<file path="config.mk">
export PLATFORM = sky130hd
export DESIGN_NAME = lmul_seq
export DESIGN_NICKNAME = d
export VERILOG_FILES = /design/src/rtl/lmul_pkg.sv /design/src/rtl/lmul_core.sv /design/src/rtl/lmul_seq.sv
export SDC_FILE = /design/constraint.sdc
export NUM_CORES = 1
export LEC_CHECK = 0
export ABC_AREA = 1
export CORE_MARGIN = 10
export CORE_UTILIZATION = 35
export DETAILED_ROUTE_END_ITERATION = 8
export MAX_ROUTING_LAYER = met4
export PLACE_DENSITY = 0.6
export SYNTH_ARGS = -nofsm -noshare
export SYNTH_HDL_FRONTEND = slang
export SYNTH_SLANG_ARGS = --single-unit
</file>
<file path="constraint.sdc">
create_clock -name clk -period 6.75 [get_ports clk]
set_input_delay 1.35 -clock clk [delete_from_list [all_inputs] [get_ports clk]]
set_output_delay 1.35 -clock clk [all_outputs]
set_load 0.01 [all_outputs]
</file>
<file path="src/rtl/lmul_pkg.sv">
// Shared control definitions for the sequential long-multiply path.
package lmul_pkg;

  // Default operand width; the product is twice this wide.
  localparam int unsigned LMUL_WIDTH = 32;

  typedef enum logic [1:0] {
    LMUL_IDLE = 2'd0,
    LMUL_RUN  = 2'd1,
    LMUL_FIX  = 2'd2,
    LMUL_DONE = 2'd3
  } lmul_state_e;

endpackage

</file>
<file path="src/rtl/lmul_core.sv">
// Radix-2 shift-add datapath: magnitude capture, accumulate/shift, sign fix-up, product register.
module lmul_core
  import lmul_pkg::*;
#(
  parameter int unsigned WIDTH = LMUL_WIDTH
) (
  input  logic             clk,
  input  logic             reset,
  input  logic             load,
  input  logic             step,
  input  logic             fix,
  input  logic             is_signed,
  input  logic [WIDTH-1:0] a,
  input  logic [WIDTH-1:0] b,
  output logic [WIDTH-1:0] result_lo,
  output logic [WIDTH-1:0] result_hi
);

  logic [WIDTH-1:0]   mcand;
  logic [WIDTH-1:0]   mplier;
  logic [2*WIDTH-1:0] acc;
  logic [2*WIDTH-1:0] prod;
  logic               neg;
  logic [WIDTH-1:0]   a_mag;
  logic [WIDTH-1:0]   b_mag;
  logic [WIDTH:0]     sum;

  // Operand magnitudes and the W+1-bit partial-product adder.
  // The most negative value maps onto itself, which is correct when read as unsigned.
  always_comb begin
    a_mag = (is_signed && a[WIDTH-1]) ? -a : a;
    b_mag = (is_signed && b[WIDTH-1]) ? -b : b;
    sum   = {1'b0, acc[2*WIDTH-1:WIDTH]} + (mplier[0] ? {1'b0, mcand} : '0);
  end

  // Accumulator and multiplier: load clears, each step adds then shifts {carry, acc} right.
  always_ff @(posedge clk or negedge reset) begin
    if (!reset) begin
      mcand  <= '0;
      mplier <= '0;
      acc    <= '0;
      neg    <= 1'b0;
    end else if (load) begin
      mcand  <= a_mag;
      mplier <= b_mag;
      acc    <= '0;
      neg    <= is_signed & (a[WIDTH-1] ^ b[WIDTH-1]);
    end else if (step) begin
      acc    <= {sum, acc[WIDTH-1:1]};
      mplier <= mplier >> 1;
    end
  end

  // Product register: only updated on the fix-up cycle so write-back sees stable data.
  always_ff @(posedge clk or negedge reset) begin
    if (!reset) begin
      prod <= '0;
    end else if (fix) begin
      prod <= neg ? -acc : acc;
    end
  end

  assign result_lo = prod[WIDTH-1:0];
  assign result_hi = prod[2*WIDTH-1:WIDTH];

endmodule

</file>
<file path="src/rtl/lmul_seq.sv">
// Long-multiply sequencer: control FSM, iteration counter and start/flush arbitration.
module lmul_seq
  import lmul_pkg::*;
#(
  parameter int unsigned WIDTH = LMUL_WIDTH
) (
  input  logic             clk,
  input  logic             reset,
  input  logic             start,
  input  logic             is_signed,
  input  logic [WIDTH-1:0] a,
  input  logic [WIDTH-1:0] b,
  input  logic             flush,
  output logic             busy,
  output logic             done,
  output logic [WIDTH-1:0] result_lo,
  output logic [WIDTH-1:0] result_hi
);

  localparam int unsigned CNT_W = $clog2(WIDTH + 1);

  lmul_state_e      state, state_next;
  logic [CNT_W-1:0] cnt;
  logic             load, step, fix;
  logic             last_iter;

  assign last_iter = (cnt == CNT_W'(WIDTH - 1));

  // State register.
  always_ff @(posedge clk or negedge reset) begin
    if (!reset) state <= LMUL_IDLE;
    else        state <= state_next;
  end

  // Next state and datapath controls; flush overrides start and suppresses any update.
  always_comb begin
    state_next = state;
    load       = 1'b0;
    step       = 1'b0;
    fix        = 1'b0;
    unique case (state)
      LMUL_IDLE: begin
        if (start && !flush) begin
          load       = 1'b1;
          state_next = LMUL_RUN;
        end
      end
      LMUL_RUN: begin
        if (flush) begin
          state_next = LMUL_IDLE;
        end else begin
          step = 1'b1;
          if (last_iter) state_next = LMUL_FIX;
        end
      end
      LMUL_FIX: begin
        state_next = LMUL_IDLE;
        if (!flush) begin
          fix        = 1'b1;
          state_next = LMUL_DONE;
        end
      end
      LMUL_DONE: state_next = LMUL_IDLE;
      default:   state_next = LMUL_IDLE;
    endcase
  end

  // Iteration counter, cleared on load and advanced once per RUN step.
  always_ff @(posedge clk or negedge reset) begin
    if (!reset)    cnt <= '0;
    else if (load) cnt <= '0;
    else if (step) cnt <= cnt + 1'b1;
  end

  // Status outputs decode the registered state only.
  always_comb begin
    busy = (state != LMUL_IDLE);
    done = (state == LMUL_DONE);
  end

  lmul_core #(
    .WIDTH(WIDTH)
  ) u_core (
    .clk       (clk),
    .reset     (reset),
    .load      (load),
    .step      (step),
    .fix       (fix),
    .is_signed (is_signed),
    .a         (a),
    .b         (b),
    .result_lo (result_lo),
    .result_hi (result_hi)
  );

endmodule

</file>
# Word level (Yosys, flattened, before mapping)
# Cells that the tools add are included.
[op_classes]
n_reduce_logical = 8
muxes = 20
addsub = 5
bitwise_logic = 2
n_eq_ne = 6
[ops]
columns = ["operator", "n"]
rows = [
  ["$mux W64", 3],
  ["$mux W32", 5],
  ["$neg A32 Y32", 2],
  ["$neg A64 Y64", 1],
  ["$add A32 B33 Y33", 1],
  ["$mux W6", 2],
  ["$mux W2", 4],
  ["$pmux W2 S4", 1],
  ["$add A6 B1 Y6 const B", 1],
  ["$eq A6 B5 Y1 const B", 1],
  ["$mux W1", 5],
  ["$eq A2 B2 Y1 const B", 2],
  ["$reduce_bool A2 Y1", 2],
  ["$logic_and A1 B1 Y1", 3],
  ["$ne A3 B3 Y1 const B", 1],
  ["$eq A2 B1 Y1 const B", 1],
  ["$logic_not A2 Y1", 1],
  ["$ne A2 B2 Y1 const B", 1],
  ["$reduce_and A2 Y1", 1],
  ["$and A1 B1 Y1", 1],
  ["$logic_not A1 Y1", 1],
  ["$xor A1 B1 Y1", 1],
]
[totals]
wordCells = 48
regBits = 201
inputBits = 69

# Longest topological paths before layout
[depth]
ltp_word = 5
depth_mapped = 18
depth_no_buf = 16

# By module
# Synthesis repeated with hierarchy kept, for this count alone.
[unflattened]
cells_unflattened = 2240
hier_area_um2 = 14381.3
[by_module_without_submodules]
columns = ["mod", "area_per_inst_um2", "cells_per_inst", "instances"]
rows = [
  ["lmul_core", 13933.4, 2179, 1],
  ["lmul_seq", 447.9, 61, 1],
]

# Least setup slack after synthesis
# OpenSTA, ideal clock, no wires.
[synth_timing]
kind = "input to register"
startpoint = "in a[0]"
endpoint = "reg u_core.mcand[24]"
setup_ps = 118
arrival_time_ps = 2471
path_stages = 10
required_time_ps = 6632
path_buffers = 1
path_slack_ps = 4161
cell_sequence = "inv_1 > ha_1 > nand3_1 > nor2_1 > nand2_1 > o21ai_2 > buf_4 > nand4_1 > nand3_1 > nand2_1"
[synth_between]
elab_chain_cells = 2
[synth_rtl]
columns = ["item", "line_no", "source"]
rows = [
  ["start, declared", "lmul_seq.sv:11", "input logic [WIDTH-1:0] a,"],
  ["$neg A32 Y32", "lmul_core.sv:31", "a_mag = (is_signed && a[WIDTH-1]) ? -a : a;"],
  ["$mux W32", "lmul_core.sv:31", ""],
  ["end signal, assigned", "lmul_core.sv:44", "mcand <= a_mag;"],
  ["end, declared", "lmul_core.sv:19", "logic [WIDTH-1:0] mcand;"],
]
# Every way passes these cells.
# A chain may end at the register's enable or synchronous reset.

# Final worst setup path
[layout_timing]
startpoint = "in flush"
endpoint = "reg u_core.mplier[22]"
[layout_between]
elab_chain_cells = 5
elab_cells_between_ends = 8
[layout_rtl]
columns = ["item", "line_no", "source"]
rows = [
  ["start, declared", "lmul_seq.sv:13", "input logic flush,"],
  ["$logic_not A1 Y1", "--", ""],
  ["$logic_and A1 B1 Y1", "lmul_seq.sv:43", "if (start && !flush) begin"],
  ["$mux W1", "lmul_seq.sv:43", ""],
  ["$mux W1", "lmul_seq.sv:41", "unique case (state)"],
  ["$mux W32 or $reduce_bool A2 Y1 (tied branches)", "--", ""],
  ["end signal, assigned", "lmul_core.sv:45", "mplier <= b_mag;"],
  ["end signal, assigned", "lmul_core.sv:50", "mplier <= mplier >> 1;"],
  ["end, declared", "lmul_core.sv:20", "logic [WIDTH-1:0] mplier;"],
]
# Parallel ways exist; a longest one is shown, timed or not.

==> flow_metrics.tcl <==
set metrics [dict create \
    synth_cells 2307 \
    yosys-top-cells-count "nand2_1, inv_1, nor2_1, dfrtp_1, nand3_1" \
    finalHoldWorstSlack_ns 0.476 \
    gp_congestion 0.949 \
    synth_area_sq_um 14500 \
    die_height_um 223 \
    synth.net_count 2413 \
    cts_made_buffers 24 \
    cpMaxStageDelayCell "nor2_4" \
    synthArstFlopShare_pct 100 \
    reg2reg_depth 15 \
    cp_slowest_stage_delay_ns 0.72 \
    postCtsSetupRepairBufs 0 \
    synth_area_leader_cell "dfrtp_1" \
    synth_area_leaders "dfrtp_1, nand2_1, inv_1, nor2_1, nand3_1" \
    power.density_nw_per_um2 503 \
    crit_required_ns 7.22 \
    rows 74 \
    antenna_cells 0 \
    hold_violations 0 \
    start_util_pct 35.5 \
    num_io_pins 135 \
    worstSetupStartpoint "flush" \
    fmax_ghz 0.268 \
    cts_tree "yes" \
    clock-sinks 201 \
    synth.most_common_cell "nand2_1" \
    grt_pass1_wl_um 75000 \
    rr_endpoint "u_core.acc[47]" \
    ir_worst_vdd_mv 0.254 \
    synth_flop_cell "dfrtp_1" \
    rsz0062_at_grt "no" \
    drc 0 \
    cts-hold-fix-buffers 0 \
    setup_viol 0 \
    hold_class "reg2reg" \
    cts_buffer_depth 3 \
    crit_arrival_ns 4.20 \
    via_per_inst 4.94 \
    status "completed" \
    portBuffers 134 \
    ys_seq_area_share_pct 34.7 \
    clk_latency_ns 0.55 \
    timing.final.crit_period_ns 3.73 \
    clk_pin_slew_ns 0.06 \
    gr-total-overflow 0 \
    drt_pass1_iterations 7 \
    syn_area_per_cell_sq_um 6.28 \
    path_class "in2reg" \
    regToRegStartpoint "u_core.mplier[0]" \
    r2r_slack_ns 3.67 \
    htreeDepth 1 \
    wire_per_inst_um 15.5 \
    die_w_um 223 \
    power_uw 8600 \
    ys_types 45 \
    ant_nets 0 \
    ys_warn_count 0 \
    routed_wl_um 45800 \
    cts_resized 0 \
    grt_antenna_before_repair 0 \
    maxSlewViolCount 0 \
    hpwl_um 35300 \
    netlist.area_leader.share_pct 34.7 \
    grt_start_max_net_pins 101 \
    period_share_pct 55.2 \
    grt_pass1_vias 14157 \
    drt-initial-drc-count 1082 \
    leakage_uw 0.00891 \
    die_area_sq_um 49900 \
    worst_pin_slew_ns 1.15 \
    end_kind "flip-flop" \
    gr-usage-all-layers_pct 18.5 \
    clockRootBuffer "clkbuf_16" \
    coreArea_sq_um 40800 \
    relSlewSlack_pct 23.2 \
    maxCapViolations 0 \
    crit_end "u_core.mplier[22]" \
    synth-seq-cells 201 \
    start_kind "input port" \
    synth_edf_count 0 \
    nets 2514 \
    finClkSkew_ns 0.0237 \
    syn_to_final_growth_pct 18.0 \
    tns_ns 0 \
    drive_gt1_share_pct 3.50 \
    worst-path-max-fanout 66 \
    vias 14610 \
    worstPathCellList "clkdlybuf4s50_1 -> nor3_4 -> buf_4 -> nor2_4 -> inv_2 -> o21ai_1 -> o21bai_1" \
]
-- how the worst min path moves through the flow --
stage                            from                 to  slack (ns)  cells after the start
global route          u_core.prod[47]    u_core.prod[47]        0.49                      2
CTS                   u_core.prod[47]    u_core.prod[47]        0.48                      2
detailed placement  u_core.mplier[29]  u_core.mplier[29]        0.47                      2
finish               u_core.mcand[24]   u_core.mcand[24]        0.48                      2
floorplan           u_core.mplier[13]  u_core.mplier[13]        0.44                      2
global placement     u_core.mcand[26]   u_core.mcand[26]        0.46                      2
-- per-layer routing --
layer / vias to the layer above / global-route usage [%] / share of wire, %
met4: 0 / 6.12 / 3.3
met2: 352 / 28.5 / 44
met1: 6712 / 24.5 / 48
met5: - / - / 0
met3: 81 / 2.68 / 5.0
li1: 7465 / - / -
-- final cells by class --
| cell class | instances | area [sq um] |
|---|---|---|
| well taps | 532 | 666 |
| clock buffers | 35 | 672 |
| inverters | 294 | 1100 |
| flip-flops and latches | 201 | 5030 |
| fillers | 4391 | 23700 |
| multi-input cells | 1744 | 8060 |
| repair buffers | 143 | 1410 |
| clock inverters | 9 | 144 |
-- power breakdown --
part | internal (uW) | switching [uW]
registers | 1730 | 476
logic | 1710 | 3340
clock network | 810 | 538
total | 4240 | 4360
-- worst max-delay path: cells and delay by family --
family	cells	cell delay, ns
buf+inv	3	1.58
compound gates	2	0.45
simple gates	2	0.78
-- flip-flops by register name, summed over array words and instances (netlist names) --
signal and flops:
cnt 6, state 2, u_core.acc 64, u_core.mcand 32
u_core.mplier 32, u_core.neg 1, u_core.prod 64
-- metrics by stage --
stage | cell area, sq um | utilization [%] | setup slack, ns | cells
3_5_place_dp | 16300 | 39.8 | 2.43 | 2914
3_3_place_gp | 16300 | 39.8 | 2.49 | 2914
5_1_grt | 17100 | 41.8 | 2.73 | 2958
4_1_cts | 17100 | 41.8 | 3.01 | 2958
6_report | 17100 | 41.8 | 3.02 | 2958
2_1_floorplan | 14500 | - | 4.16 | 2307
-- layout by cell type (no fill, tap or decap), types with 4 or more instances in the layout --
cell / synthesis / layout
clkbuf_8: 0 / 4
nor3_1: 16 / 16
buf_4: 2 / 9
clkbuf_16: 0 / 24
inv_1: 285 / 285
nand3b_1: 8 / 8
nor4_1: 5 / 5
dfrtp_1: 201 / 201
o21ai_0: 136 / 136
xor2_1: 41 / 41
a31oi_1: 4 / 4
inv_2: 9 / 9
nand3_1: 163 / 163
nor2_1: 263 / 263
nand4_1: 22 / 22
o21ai_1: 12 / 12
a21o_1: 4 / 4
or2_2: 5 / 5
nand2_2: 4 / 4
clkdlybuf4s50_1: 0 / 133
xnor2_1: 10 / 10
nand2_1: 883 / 883
o21bai_1: 8 / 8
nor2_2: 7 / 7
o22ai_1: 38 / 38
clkbuf_1: 30 / 8
nand3_2: 4 / 4
ha_1: 36 / 36
a21oi_1: 46 / 46
o211ai_1: 5 / 5
-- cell families (layout without fill, tap and decap cells) --
| logic type | after synthesis | after routing | synth area share [%] |
|---|---|---|---|
| compound gates | 264 | 264 | 10.1 |
| xor+xnor | 51 | 51 | 3.08 |
| fa+ha+maj | 37 | 37 | 3.25 |
| buf+inv | 362 | 481 | 9.73 |
| flops | 201 | 201 | 34.7 |
| simple gates | 1392 | 1392 | 39.1 |
(Power assumes the default switching activity.)
